==> config.mk <==
export PLATFORM = sky130hd
export DESIGN_NAME = sdram_arbiter_flat
export DESIGN_NICKNAME = d
export VERILOG_FILES = /design/src/rtl/sdram_ctrl_pkg.sv /design/src/rtl/sdram_arbiter_if.sv /design/src/rtl/sdram_rr_picker.sv /design/src/rtl/sdram_arbiter.sv /design/src/flat_wrapper.sv
export SDC_FILE = /design/constraint.sdc
export NUM_CORES = 1
export LEC_CHECK = 0
export CAP_MARGIN = 20
export CORE_MARGIN = 2
export CORE_UTILIZATION = 30
export CTS_CLUSTER_SIZE = 16
export DETAILED_ROUTE_END_ITERATION = 8
export MAX_ROUTING_LAYER = met4
export PLACE_DENSITY = 0.67
export SLEW_MARGIN = 20
export SYNTH_ARGS = -nofsm -noshare
export SYNTH_HDL_FRONTEND = slang
export SYNTH_HIERARCHICAL = 1
export SYNTH_SLANG_ARGS = --single-unit
==> constraint.sdc <==
create_clock -name Clock -period 9.14 [get_ports Clock]
set_clock_uncertainty 0.05 [all_clocks]
set_input_delay 2.742 -clock Clock [delete_from_list [all_inputs] [get_ports Clock]]
set_output_delay 2.742 -clock Clock [all_outputs]
set_load 0.01 [all_outputs]
==> src/rtl/sdram_ctrl_pkg.sv <==
// ============================================================================
// sdram_ctrl_pkg : shared SDRAM constants, arbiter state type, RR helper
// Rev 1.0 - initial release
// ============================================================================
`default_nettype none

package sdram_ctrl_pkg;

    localparam int SDRAM_DATA_W = 16;
    localparam int SDRAM_ADDR_W = 32;

    typedef enum logic [1:0] {
        ARB_IDLE    = 2'd0,
        ARB_ISSUE   = 2'd1,
        ARB_WAIT_RD = 2'd2
    } sdram_arb_states;

    // Index reached by stepping 'offset' places past 'base' in a ring of n.
    function automatic int unsigned rr_index(input int unsigned base,
                                             input int unsigned offset,
                                             input int unsigned n);
        return (base + offset) % n;
    endfunction

endpackage

`default_nettype wire

==> src/rtl/sdram_arbiter_if.sv <==
// ============================================================================
// sdram_arbiter_if : requester and sdram_ctrl side signals of sdram_arbiter
// Rev 1.0 - initial release
// ============================================================================
`default_nettype none

interface sdram_arbiter_if
    import sdram_ctrl_pkg::*;
#(
    parameter int NUM_REQ = 3,
    parameter int ADDR_W  = SDRAM_ADDR_W,
    parameter int DATA_W  = SDRAM_DATA_W
) ();
    localparam int c_ID_W = $clog2(NUM_REQ);

    logic [NUM_REQ-1:0]             ReqValid;
    logic [NUM_REQ-1:0]             ReqWrite;
    logic [NUM_REQ-1:0][ADDR_W-1:0] ReqAddress;
    logic [NUM_REQ-1:0][DATA_W-1:0] ReqData;
    logic [NUM_REQ-1:0]             ReqReady;
    logic [NUM_REQ-1:0]             RspValid;
    logic [DATA_W-1:0]              RspData;
    logic [c_ID_W-1:0]              GrantId;
    logic                           CtrlBusy;
    logic [ADDR_W-1:0]              CtrlAddress;
    logic                           CtrlReadReq;
    logic                           CtrlWriteReq;
    logic [DATA_W-1:0]              CtrlDataIn;
    logic [DATA_W-1:0]              CtrlDataOut;

    modport slave (
        input  ReqValid, ReqWrite, ReqAddress, ReqData, CtrlBusy, CtrlDataOut,
        output ReqReady, RspValid, RspData, GrantId,
               CtrlAddress, CtrlReadReq, CtrlWriteReq, CtrlDataIn
    );

    modport master (
        output ReqValid, ReqWrite, ReqAddress, ReqData, CtrlBusy, CtrlDataOut,
        input  ReqReady, RspValid, RspData, GrantId,
               CtrlAddress, CtrlReadReq, CtrlWriteReq, CtrlDataIn
    );

endinterface

`default_nettype wire

==> src/rtl/sdram_rr_picker.sv <==
// ============================================================================
// sdram_rr_picker : combinational round-robin winner search, starting one
//                   place after the pointer and wrapping modulo NUM_REQ
// Rev 1.0 - initial release
// ============================================================================
`default_nettype none

module sdram_rr_picker
    import sdram_ctrl_pkg::*;
#(
    parameter int NUM_REQ = 3,
    parameter int ID_W    = $clog2(NUM_REQ)
) (
    input  wire logic [NUM_REQ-1:0] i_req,
    input  wire logic [ID_W-1:0]    i_ptr,
    output logic                    o_valid,
    output logic [ID_W-1:0]         o_id
);

    logic [ID_W-1:0] w_idx;

    // Scan farthest-first so the nearest requester after the pointer wins.
    always_comb begin
        o_valid = 1'b0;
        o_id    = '0;
        w_idx   = '0;
        for (int k = NUM_REQ; k >= 1; k--) begin
            w_idx = ID_W'(rr_index(int'(i_ptr), k, NUM_REQ));
            if (i_req[w_idx]) begin
                o_valid = 1'b1;
                o_id    = w_idx;
            end
        end
    end

endmodule

`default_nettype wire

==> src/rtl/sdram_arbiter.sv <==
// ============================================================================
// sdram_arbiter : round-robin sharing of one sdram_ctrl among NUM_REQ ports,
//                 one operation outstanding. SDRAM_ARB_PERF_CNT_EN adds
//                 GrantCnt/BusyStallCnt performance counters.
// Rev 1.0 - initial release
// ============================================================================
`default_nettype none

module sdram_arbiter
    import sdram_ctrl_pkg::*;
#(
    parameter int NUM_REQ  = 3,
    parameter int READ_LAT = 3,
    parameter int ADDR_W   = SDRAM_ADDR_W,
    parameter int DATA_W   = SDRAM_DATA_W
) (
    input  wire logic          Clock,
    input  wire logic          Rst,
    sdram_arbiter_if.slave     bus
`ifdef SDRAM_ARB_PERF_CNT_EN
    ,
    output logic [NUM_REQ-1:0][15:0] GrantCnt,
    output logic [15:0]              BusyStallCnt
`endif
);

    localparam int c_ID_W  = $clog2(NUM_REQ);
    localparam int c_CNT_W = $clog2(READ_LAT + 1);

    sdram_arb_states     r_state, w_next;
    logic [ADDR_W-1:0]   r_addr;
    logic [DATA_W-1:0]   r_wdata;
    logic                r_write;
    logic [c_ID_W-1:0]   r_id;
    logic [c_ID_W-1:0]   r_ptr;
    logic [c_CNT_W-1:0]  r_cnt;
    logic                r_rsp_valid;
    logic [DATA_W-1:0]   r_rsp_data;

    logic                w_pick_valid;
    logic [c_ID_W-1:0]   w_pick_id;
    logic                w_grant;
    logic                w_accept;
    logic                w_rd_done;
    logic [NUM_REQ-1:0]  w_req_ready;

    sdram_rr_picker #(
        .NUM_REQ (NUM_REQ),
        .ID_W    (c_ID_W)
    ) u_picker (
        .i_req   (bus.ReqValid),
        .i_ptr   (r_ptr),
        .o_valid (w_pick_valid),
        .o_id    (w_pick_id)
    );

    always_ff @(posedge Clock) begin
        if (Rst) r_state <= ARB_IDLE;
        else     r_state <= w_next;
    end

    always_comb begin
        w_next           = r_state;
        w_grant          = 1'b0;
        w_accept         = 1'b0;
        w_rd_done        = 1'b0;
        bus.CtrlReadReq  = 1'b0;
        bus.CtrlWriteReq = 1'b0;
        unique case (r_state)
            ARB_IDLE: begin
                if (w_pick_valid) begin
                    w_grant = 1'b1;
                    w_next  = ARB_ISSUE;
                end
            end
            ARB_ISSUE: begin
                bus.CtrlWriteReq = r_write;
                bus.CtrlReadReq  = ~r_write;
                if (!bus.CtrlBusy) begin
                    w_accept = 1'b1;
                    w_next   = r_write ? ARB_IDLE : ARB_WAIT_RD;
                end
            end
            ARB_WAIT_RD: begin
                if (r_cnt == '0) begin
                    w_rd_done = 1'b1;
                    w_next    = ARB_IDLE;
                end
            end
            default: w_next = ARB_IDLE;
        endcase

        w_req_ready     = w_grant ? (NUM_REQ'(1) << w_pick_id) : '0;
        bus.ReqReady    = w_req_ready;
        bus.RspValid    = r_rsp_valid ? (NUM_REQ'(1) << r_id) : '0;
        bus.RspData     = r_rsp_data;
        bus.GrantId     = r_id;
        bus.CtrlAddress = r_addr;
        bus.CtrlDataIn  = r_wdata;

        // Reset aborts at once: no handshake or command escapes this cycle.
        if (Rst) begin
            w_req_ready      = '0;
            bus.ReqReady     = '0;
            bus.RspValid     = '0;
            bus.CtrlReadReq  = 1'b0;
            bus.CtrlWriteReq = 1'b0;
        end
    end

    always_ff @(posedge Clock) begin
        if (Rst) begin
            r_addr      <= '0;
            r_wdata     <= '0;
            r_write     <= 1'b0;
            r_id        <= '0;
            r_ptr       <= c_ID_W'(NUM_REQ - 1);
            r_cnt       <= '0;
            r_rsp_valid <= 1'b0;
            r_rsp_data  <= '0;
        end else begin
            r_rsp_valid <= w_rd_done;
            if (w_rd_done) r_rsp_data <= bus.CtrlDataOut;
            if (w_grant) begin
                r_addr  <= bus.ReqAddress[w_pick_id];
                r_wdata <= bus.ReqData[w_pick_id];
                r_write <= bus.ReqWrite[w_pick_id];
                r_id    <= w_pick_id;
            end
            if (w_accept) begin
                r_ptr <= r_id;
                r_cnt <= c_CNT_W'(READ_LAT - 1);
            end else if (r_state == ARB_WAIT_RD && r_cnt != '0) begin
                r_cnt <= r_cnt - 1'b1;
            end
        end
    end

`ifdef SDRAM_ARB_PERF_CNT_EN
    always_ff @(posedge Clock) begin
        if (Rst) begin
            GrantCnt     <= '0;
            BusyStallCnt <= '0;
        end else begin
            for (int i = 0; i < NUM_REQ; i++) begin
                if (w_req_ready[i] && GrantCnt[i] != 16'hFFFF)
                    GrantCnt[i] <= GrantCnt[i] + 16'd1;
            end
            if (r_state == ARB_ISSUE && bus.CtrlBusy && BusyStallCnt != 16'hFFFF)
                BusyStallCnt <= BusyStallCnt + 16'd1;
        end
    end
`endif

endmodule

`default_nettype wire
==> src/flat_wrapper.sv <==
// flat-port wrapper written by rule: the top's interface ports become plain ports
module sdram_arbiter_flat import sdram_ctrl_pkg::*;
#(
    parameter int NUM_REQ  = 3,
    parameter int READ_LAT = 3,
    parameter int ADDR_W   = SDRAM_ADDR_W,
    parameter int DATA_W   = SDRAM_DATA_W
)
  (Clock, Rst, bus_ReqValid, bus_ReqWrite, bus_ReqAddress, bus_ReqData, bus_CtrlBusy, bus_CtrlDataOut, bus_ReqReady, bus_RspValid, bus_RspData, bus_GrantId, bus_CtrlAddress, bus_CtrlReadReq, bus_CtrlWriteReq, bus_CtrlDataIn);
  sdram_arbiter_if #(.NUM_REQ(NUM_REQ), .ADDR_W(ADDR_W), .DATA_W(DATA_W)) bus_i ();
  input  wire logic Clock;
  input  wire logic Rst;
  input wire logic [$bits(bus_i.ReqValid)-1:0] bus_ReqValid;
  input wire logic [$bits(bus_i.ReqWrite)-1:0] bus_ReqWrite;
  input wire logic [$bits(bus_i.ReqAddress)-1:0] bus_ReqAddress;
  input wire logic [$bits(bus_i.ReqData)-1:0] bus_ReqData;
  input wire logic [$bits(bus_i.CtrlBusy)-1:0] bus_CtrlBusy;
  input wire logic [$bits(bus_i.CtrlDataOut)-1:0] bus_CtrlDataOut;
  output wire logic [$bits(bus_i.ReqReady)-1:0] bus_ReqReady;
  output wire logic [$bits(bus_i.RspValid)-1:0] bus_RspValid;
  output wire logic [$bits(bus_i.RspData)-1:0] bus_RspData;
  output wire logic [$bits(bus_i.GrantId)-1:0] bus_GrantId;
  output wire logic [$bits(bus_i.CtrlAddress)-1:0] bus_CtrlAddress;
  output wire logic [$bits(bus_i.CtrlReadReq)-1:0] bus_CtrlReadReq;
  output wire logic [$bits(bus_i.CtrlWriteReq)-1:0] bus_CtrlWriteReq;
  output wire logic [$bits(bus_i.CtrlDataIn)-1:0] bus_CtrlDataIn;
  assign bus_i.ReqValid = bus_ReqValid;
  assign bus_i.ReqWrite = bus_ReqWrite;
  assign bus_i.ReqAddress = bus_ReqAddress;
  assign bus_i.ReqData = bus_ReqData;
  assign bus_i.CtrlBusy = bus_CtrlBusy;
  assign bus_i.CtrlDataOut = bus_CtrlDataOut;
  assign bus_ReqReady = bus_i.ReqReady;
  assign bus_RspValid = bus_i.RspValid;
  assign bus_RspData = bus_i.RspData;
  assign bus_GrantId = bus_i.GrantId;
  assign bus_CtrlAddress = bus_i.CtrlAddress;
  assign bus_CtrlReadReq = bus_i.CtrlReadReq;
  assign bus_CtrlWriteReq = bus_i.CtrlWriteReq;
  assign bus_CtrlDataIn = bus_i.CtrlDataIn;
  sdram_arbiter #(.NUM_REQ(NUM_REQ), .READ_LAT(READ_LAT), .ADDR_W(ADDR_W), .DATA_W(DATA_W)) u_core (.Clock(Clock), .Rst(Rst), .bus(bus_i));
endmodule
==> flow_summary_export.csv, run 1 <==
group,metric,value,unit
critical_path,arrival,5.53,ns
clock_network,worst_skew_pair.late_latency,0.32,ns
route,firstDrtPassIters,4,
cells_and_area,n_fill_cell,1219,
clock_network,postCtsSetupRepairBufs,0,
clock_network,post_cts_resized,0,
global_route,grt.met3_usage,4.04,%
yosys,synth-xor-area-share,0,%
clock_network,cts_buffers,9,
yosys,synth-edff-count,0,
global_route,use_met1,19.1,%
route,num_vias,4047,
floorplan,dieArea,14400,um2
clock_network,hold_buffers,0,
floorplan,die_y,120,um
outcome,status,"finished clean",
yosys,synth_compound_area_share,24.2,%
place,hpwl,9980,um
yosys,synth_top_cells_by_area,"dfxtp_1 (37%), mux2i_1 (14%), o221ai_2 (6.7%), a2bb2oi_1 (6.5%), a211oi_1 (5.9%)",
critical_path,startpoint_type,"primary input",
clock_network,cts_tree,"yes",
min_path,hold_class,"flop to flop",
yosys,synth_common_cells,"dfxtp_1 (74), mux2i_1 (55), nor2_1 (39), nand2_1 (36), a211oi_1 (32)",
clock_network,clkTransAtPathRegs,0.06,ns
cells_and_area,final_area,6840,um2
sta,relSlewSlack,50.2,%
global_route,track_usage,18.0,%
global_route,antenna_found_initial,0,
route,totalWireLength,13100,um
global_route,use_met2,32.5,%
yosys,ys.flop_type,"dfxtp_1",
clock_network,cts_num_sinks,74,
yosys,synth_adder_area_share,1.55,%
yosys,yosysSeqAreaShare,36.6,%
power,ir_drop,0.0000898,V
floorplan,num_rows,42,
yosys,yosysTopAreaCell,"dfxtp_1",
yosys,synth_nets,613,
yosys,muxShareOfSynthArea,13.6,%
clock_network,cts_buffer_depth,2,
route,drc,0,
sta,min_period,8.32,ns
sta,tns,0,ns
route,wire_per_inst,15.7,um
place,gp_congestion,0.774,
global_route,overflow,0,
run,drv_cap,0,
route,antenna_left,0,
cells_and_area,nNetsFinal,830,
clock_network,h-tree-depth,3,
power,total_power,1.17,mW
yosys,syn_inst,439,
global_route,grt_pass1_wl,20100,um
yosys,yosysMostFrequentCell,"dfxtp_1",
sta,report.final.slew_viol_count,0,
sta,whs,0.403,ns
sta,fmax,0.120,GHz
power,p_leak,2.48,nW
sta,hold_viol_final,0,
critical_path,path_max_fanout,21,
floorplan,io_pins,243,
cells_and_area,multi_input_area,2310,um2
power,powerDensity,171,nW/um2
clock_network,root_buffer,"clkbuf_16",
sta,rsz0062_at_grt,"no",
critical_path,crit_type,"primary input to output port",
global_route,grt_max_degree,101,
route,drtIter0Drc,166,
place,portBuffers,242,
yosys,yosysWarnings,6,
floorplan,start_util,30.6,%
yosys,netlist_area,4040,um2
critical_path,crit_required,6.35,ns
yosys,synth_area_per_cell,9.21,um2
yosys,async_reset_ff_share,0,%
sta,tightest_slew,0.744,ns
sta,period_share,91.0,%
global_route,grt-busiest-layer,"met2",
cells_and_area,drive_gt1_share,7.56,%
global_route,grt_pass1_vias,4164,
yosys,synth_seq_cells,74,
place,place_area,6510,um2
cells_and_area,syn2layout_area_growth,69.1,%
yosys,synth_top_family_by_area,"compound AO/OA/AOI/OAI gates",
floorplan,die-width,120,um
sta,finalSetupViolCount,0,
cells_and_area,regArea,1480,um2
route,avgViaCountPerCell,4.84,
yosys,yosys.area_share.simple,17.0,%
critical_path,critPathCaptureType,"output port",
yosys,synth.distinct_cells,38,
critical_path,r2r_slack,5.66,ns
floorplan,core_area,13200,um2
cells_and_area,num_antenna_cells,0,
yosys,synth.top_cell.area_share,36.6,%
==> layer usage <==
metal | part of all wire, % | wire [um]
met1 | 40 | 5230
met4 | 2.0 | 267
met2 | 51 | 6670
met3 | 7.2 | 946
met5 | 0 | 0
==> where the power goes <==
group / switching, mW / internal, mW
logic: 0.185 / 0.233
registers: 0.0279 / 0.371
clock network: 0.134 / 0.218
==> worst paths after layout <==
| check | cells after the start | endpoint | startpoint |
|---|---|---|---|
| hold reg to reg | 2 | u_core/bus.RspData[2] | u_core/bus.RspData[2] |
| setup / recovery | 8 | bus_ReqReady[1] | bus_ReqValid[0] |
| hold / removal | 2 | u_core/bus.RspData[2] | u_core/bus.RspData[2] |
| setup reg to reg | 10 | u_core/bus.CtrlDataIn[12] | u_core/r_ptr[0] |
==> kinds of logic after synthesis <==
kind of cell	count (synthesis)
AND/OR/NAND/NOR	137
AO/OA/AOI/OAI	116
adder cells (fa/ha/maj)	5
flip-flops	74
buffers and inverters	52
multiplexers	55
==> layout make-up <==
cell class	count	area share [%]
multi-input cells	313	33.8
clock inverters	5	0.787
inverters	8	0.439
clock buffers	11	3.55
well taps	176	3.22
flip-flops and latches	74	21.7
repair buffers	250	36.5
==> sequential cells by signal, indices dropped and copies added, names as in the netlist <==
signal	cells
u_core/r_rsp_valid	1
u_core/r_write	1
u_core/bus.RspData	16
u_core/r_cnt	2
u_core/bus.GrantId	2
u_core/bus.CtrlDataIn	16
u_core/bus.CtrlAddress	32
u_core/r_ptr	2
u_core/r_state	2
==> worst max-delay path, stage by stage <==
cell and delay [ns]:
clkdlybuf4s50_1 0.56, a21boi_0 0.26, a221oi_1 0.09, o21ai_0 0.48, nand2b_4 0.08, or4_4 0.62, nor2_1 0.15, clkdlybuf4s50_1 0.55
==> cell usage in the layout, fill, tap and decap left out, types with 2 or more instances in the layout <==
cell type,count
a21oi_1,22
nor2_1,39
buf_4,7
o221ai_2,18
ha_1,5
clkdlybuf4s50_1,241
nand2_1,36
a2bb2oi_1,30
nand3b_1,2
dfxtp_1,74
o21ai_0,3
o22ai_1,3
nor4bb_1,2
and3_1,2
a211oi_1,32
nor3_1,2
mux2i_1,55
a21boi_0,2
clkinv_2,3
nand2b_1,23
nor2b_1,2
nor3b_2,2
clkbuf_16,9
inv_1,8
nand3_1,19
==> stage by stage <==
step           utilization, %  cells  setup slack [ns]
2_1_floorplan               -    439              2.19
3_3_place_gp             49.4    820             0.995
3_5_place_dp             49.4    820             0.846
4_1_cts                  51.6    836             0.832
5_1_grt                  51.8    837             0.735
6_report                 51.8    837             0.818
No activity file was read; power rests on OpenSTA's default activity.
==> run 2: changes to the inputs <==
--- a/config.mk
+++ b/config.mk
@@ -10,6 +10,7 @@
 export CORE_UTILIZATION = 30
 export CTS_CLUSTER_SIZE = 16
 export DETAILED_ROUTE_END_ITERATION = 8
+export GPL_TIMING_DRIVEN = 0
 export MAX_ROUTING_LAYER = met4
 export PLACE_DENSITY = 0.67
 export SLEW_MARGIN = 20
==> flow_summary_export.csv, run 2 (same netlist as run 1, synthesis figures left out) <==
group,metric,value,unit
sta,hold_viol_final,0,
critical_path,crit_type,"primary input to output port",
cells_and_area,regArea,1480,um2
global_route,grt_pass1_wl,22100,um
clock_network,cts_buffers,9,
clock_network,worst_skew_pair.late_latency,0.33,ns
cells_and_area,final_common_cell,"clkdlybuf4s50_1",
clock_network,post_cts_resized,0,
route,num_vias,4247,
floorplan,num_rows,42,
clock_network,cts_tree,"yes",
sta,finalSetupViolCount,0,
route,wire_per_inst,16.1,um
critical_path,path_max_fanout,10,
min_path,hold_class,"flop to flop",
global_route,overflow,0,
power,powerDensity,179,nW/um2
power,ir_drop,0.0000914,V
sta,period_share,93.1,%
outcome,status,"finished clean",
power,p_switching,0.363,mW
cells_and_area,final_cell_mix,"clkdlybuf4s50_1 (242), dfxtp_1 (74), mux2i_1 (55)",
place,gp_congestion,0.777,
run,drv_cap,0,
critical_path,critPathCaptureType,"output port",
cells_and_area,largest_reg_flops,32,
floorplan,die-width,120,um
route,drtIter0Drc,143,
sta,min_period,8.51,ns
cells_and_area,multi_input_area,2280,um2
power,seqPwrFrac,31.5,%
route,totalWireLength,14000,um
critical_path,slowest_delay,0.55,ns
sta,whs,0.404,ns
global_route,track_usage,19.9,%
global_route,grt_max_degree,13,
sta,tightest_slew,0.561,ns
power,switching_share,28.8,%
power,p_leak,2.60,nW
sta,rsz0062_at_grt,"no",
floorplan,dieArea,14400,um2
clock_network,root_buffer,"clkbuf_16",
place,hpwl,11100,um
floorplan,io_pins,243,
route,drc,0,
sta,relSlewSlack,62.6,%
floorplan,core_area,13200,um2
critical_path,slowest_stage,"clkdlybuf4s50_1",
sta,tns,0,ns
clock_network,postCtsSetupRepairBufs,0,
place,portBuffers,242,
clock_network,cts_buffer_depth,2,
route,avgViaCountPerCell,4.86,
sta,fmax,0.117,GHz
floorplan,start_util,30.6,%
sta,report.final.slew_viol_count,0,
critical_path,startpoint_type,"primary input",
clock_network,hold_buffers,0,
power,power_frac_comb,35.3,%
route,firstDrtPassIters,4,
cells_and_area,drive_gt1_share,9.33,%
clock_network,h-tree-depth,3,
cells_and_area,num_antenna_cells,0,
cells_and_area,n_fill_cell,1214,
cells_and_area,syn2layout_area_growth,74.1,%
critical_path,arrival,5.72,ns
critical_path,crit_required,6.35,ns
global_route,grt_pass1_vias,4375,
clock_network,clkTransAtPathRegs,0.06,ns
clock_network,cts_num_sinks,74,
cells_and_area,nNetsFinal,866,
critical_path,path_cells,"clkdlybuf4s50_1 > nand2b_1 > a21boi_1 > o22ai_1 > o22ai_1 > clkbuf_1 > nor3b_1 > clkbuf_1 > and2_1 > clkdlybuf4s50_1",
global_route,antenna_found_initial,0,
power,p_int,0.897,mW
route,antenna_left,0,
power,p_clk_share,33.1,%
floorplan,die_y,120,um
==> run 2: critical path, delay by kind of cell <==
family | cells | cell delay, ns
AOI/OAI and AO/OA | 3 | 0.53
buffers and inverters | 4 | 1.81
and+or+nand+nor | 3 | 0.64
==> run 2: path summary, 6_finish.rpt <==
kind,from,endpoint,slack (ns),cells past startpoint
setup reg to reg,u_core/r_ptr[0],u_core/bus.CtrlDataIn[11],6.10,12
hold / removal,u_core/bus.RspData[1],u_core/bus.RspData[1],0.40,2
setup / recovery,bus_ReqValid[0],bus_ReqReady[2],0.63,10
hold reg to reg,u_core/bus.RspData[1],u_core/bus.RspData[1],0.40,2
==> run 2: routing by layer <==
| layer | GRT usage, % | part of all wire (%) |
|---|---|---|
| met4 | 5.44 | 1.6 |
| met5 | - | 0 |
| met3 | 3.94 | 7.3 |
| met1 | 22.5 | 41 |
| met2 | 35.7 | 50 |
==> run 2: area by class of cell <==
| type | instances | share of cell area, % |
|---|---|---|
| well taps | 176 | 3.13 |
| clock inverters | 4 | 1.39 |
| plain buffers | 44 | 3.59 |
| repair buffers | 242 | 34.4 |
| inverters | 8 | 0.427 |
| flip-flops and latches | 74 | 21.0 |
| clock buffers | 12 | 3.64 |
| multi-input cells | 313 | 32.4 |
==> run 2: power by group through the flow <==
stage | registers (mW) | logic [mW] | clock network [mW]
after floorplan | 0.422 | 0.205 | 0
after global placement | 0.401 | 0.440 | 0
after detailed placement | 0.403 | 0.448 | 0
after CTS | 0.397 | 0.449 | 0.424
after global routing | 0.403 | 0.480 | 0.438
final | 0.397 | 0.445 | 0.417
==> run 2: through the flow <==
step           std cells  util (%)  total power [mW]  setup slack [ns]  cell area [um2]
2_1_floorplan        439         -             0.626              2.19             4040
3_3_place_gp         857      50.7             0.841             0.817             6690
3_5_place_dp         857      50.7             0.851             0.652             6690
4_1_cts              873      53.4              1.27             0.635             7040
5_1_grt              873      53.4              1.32             0.298             7040
6_report             873      53.4              1.26             0.628             7040
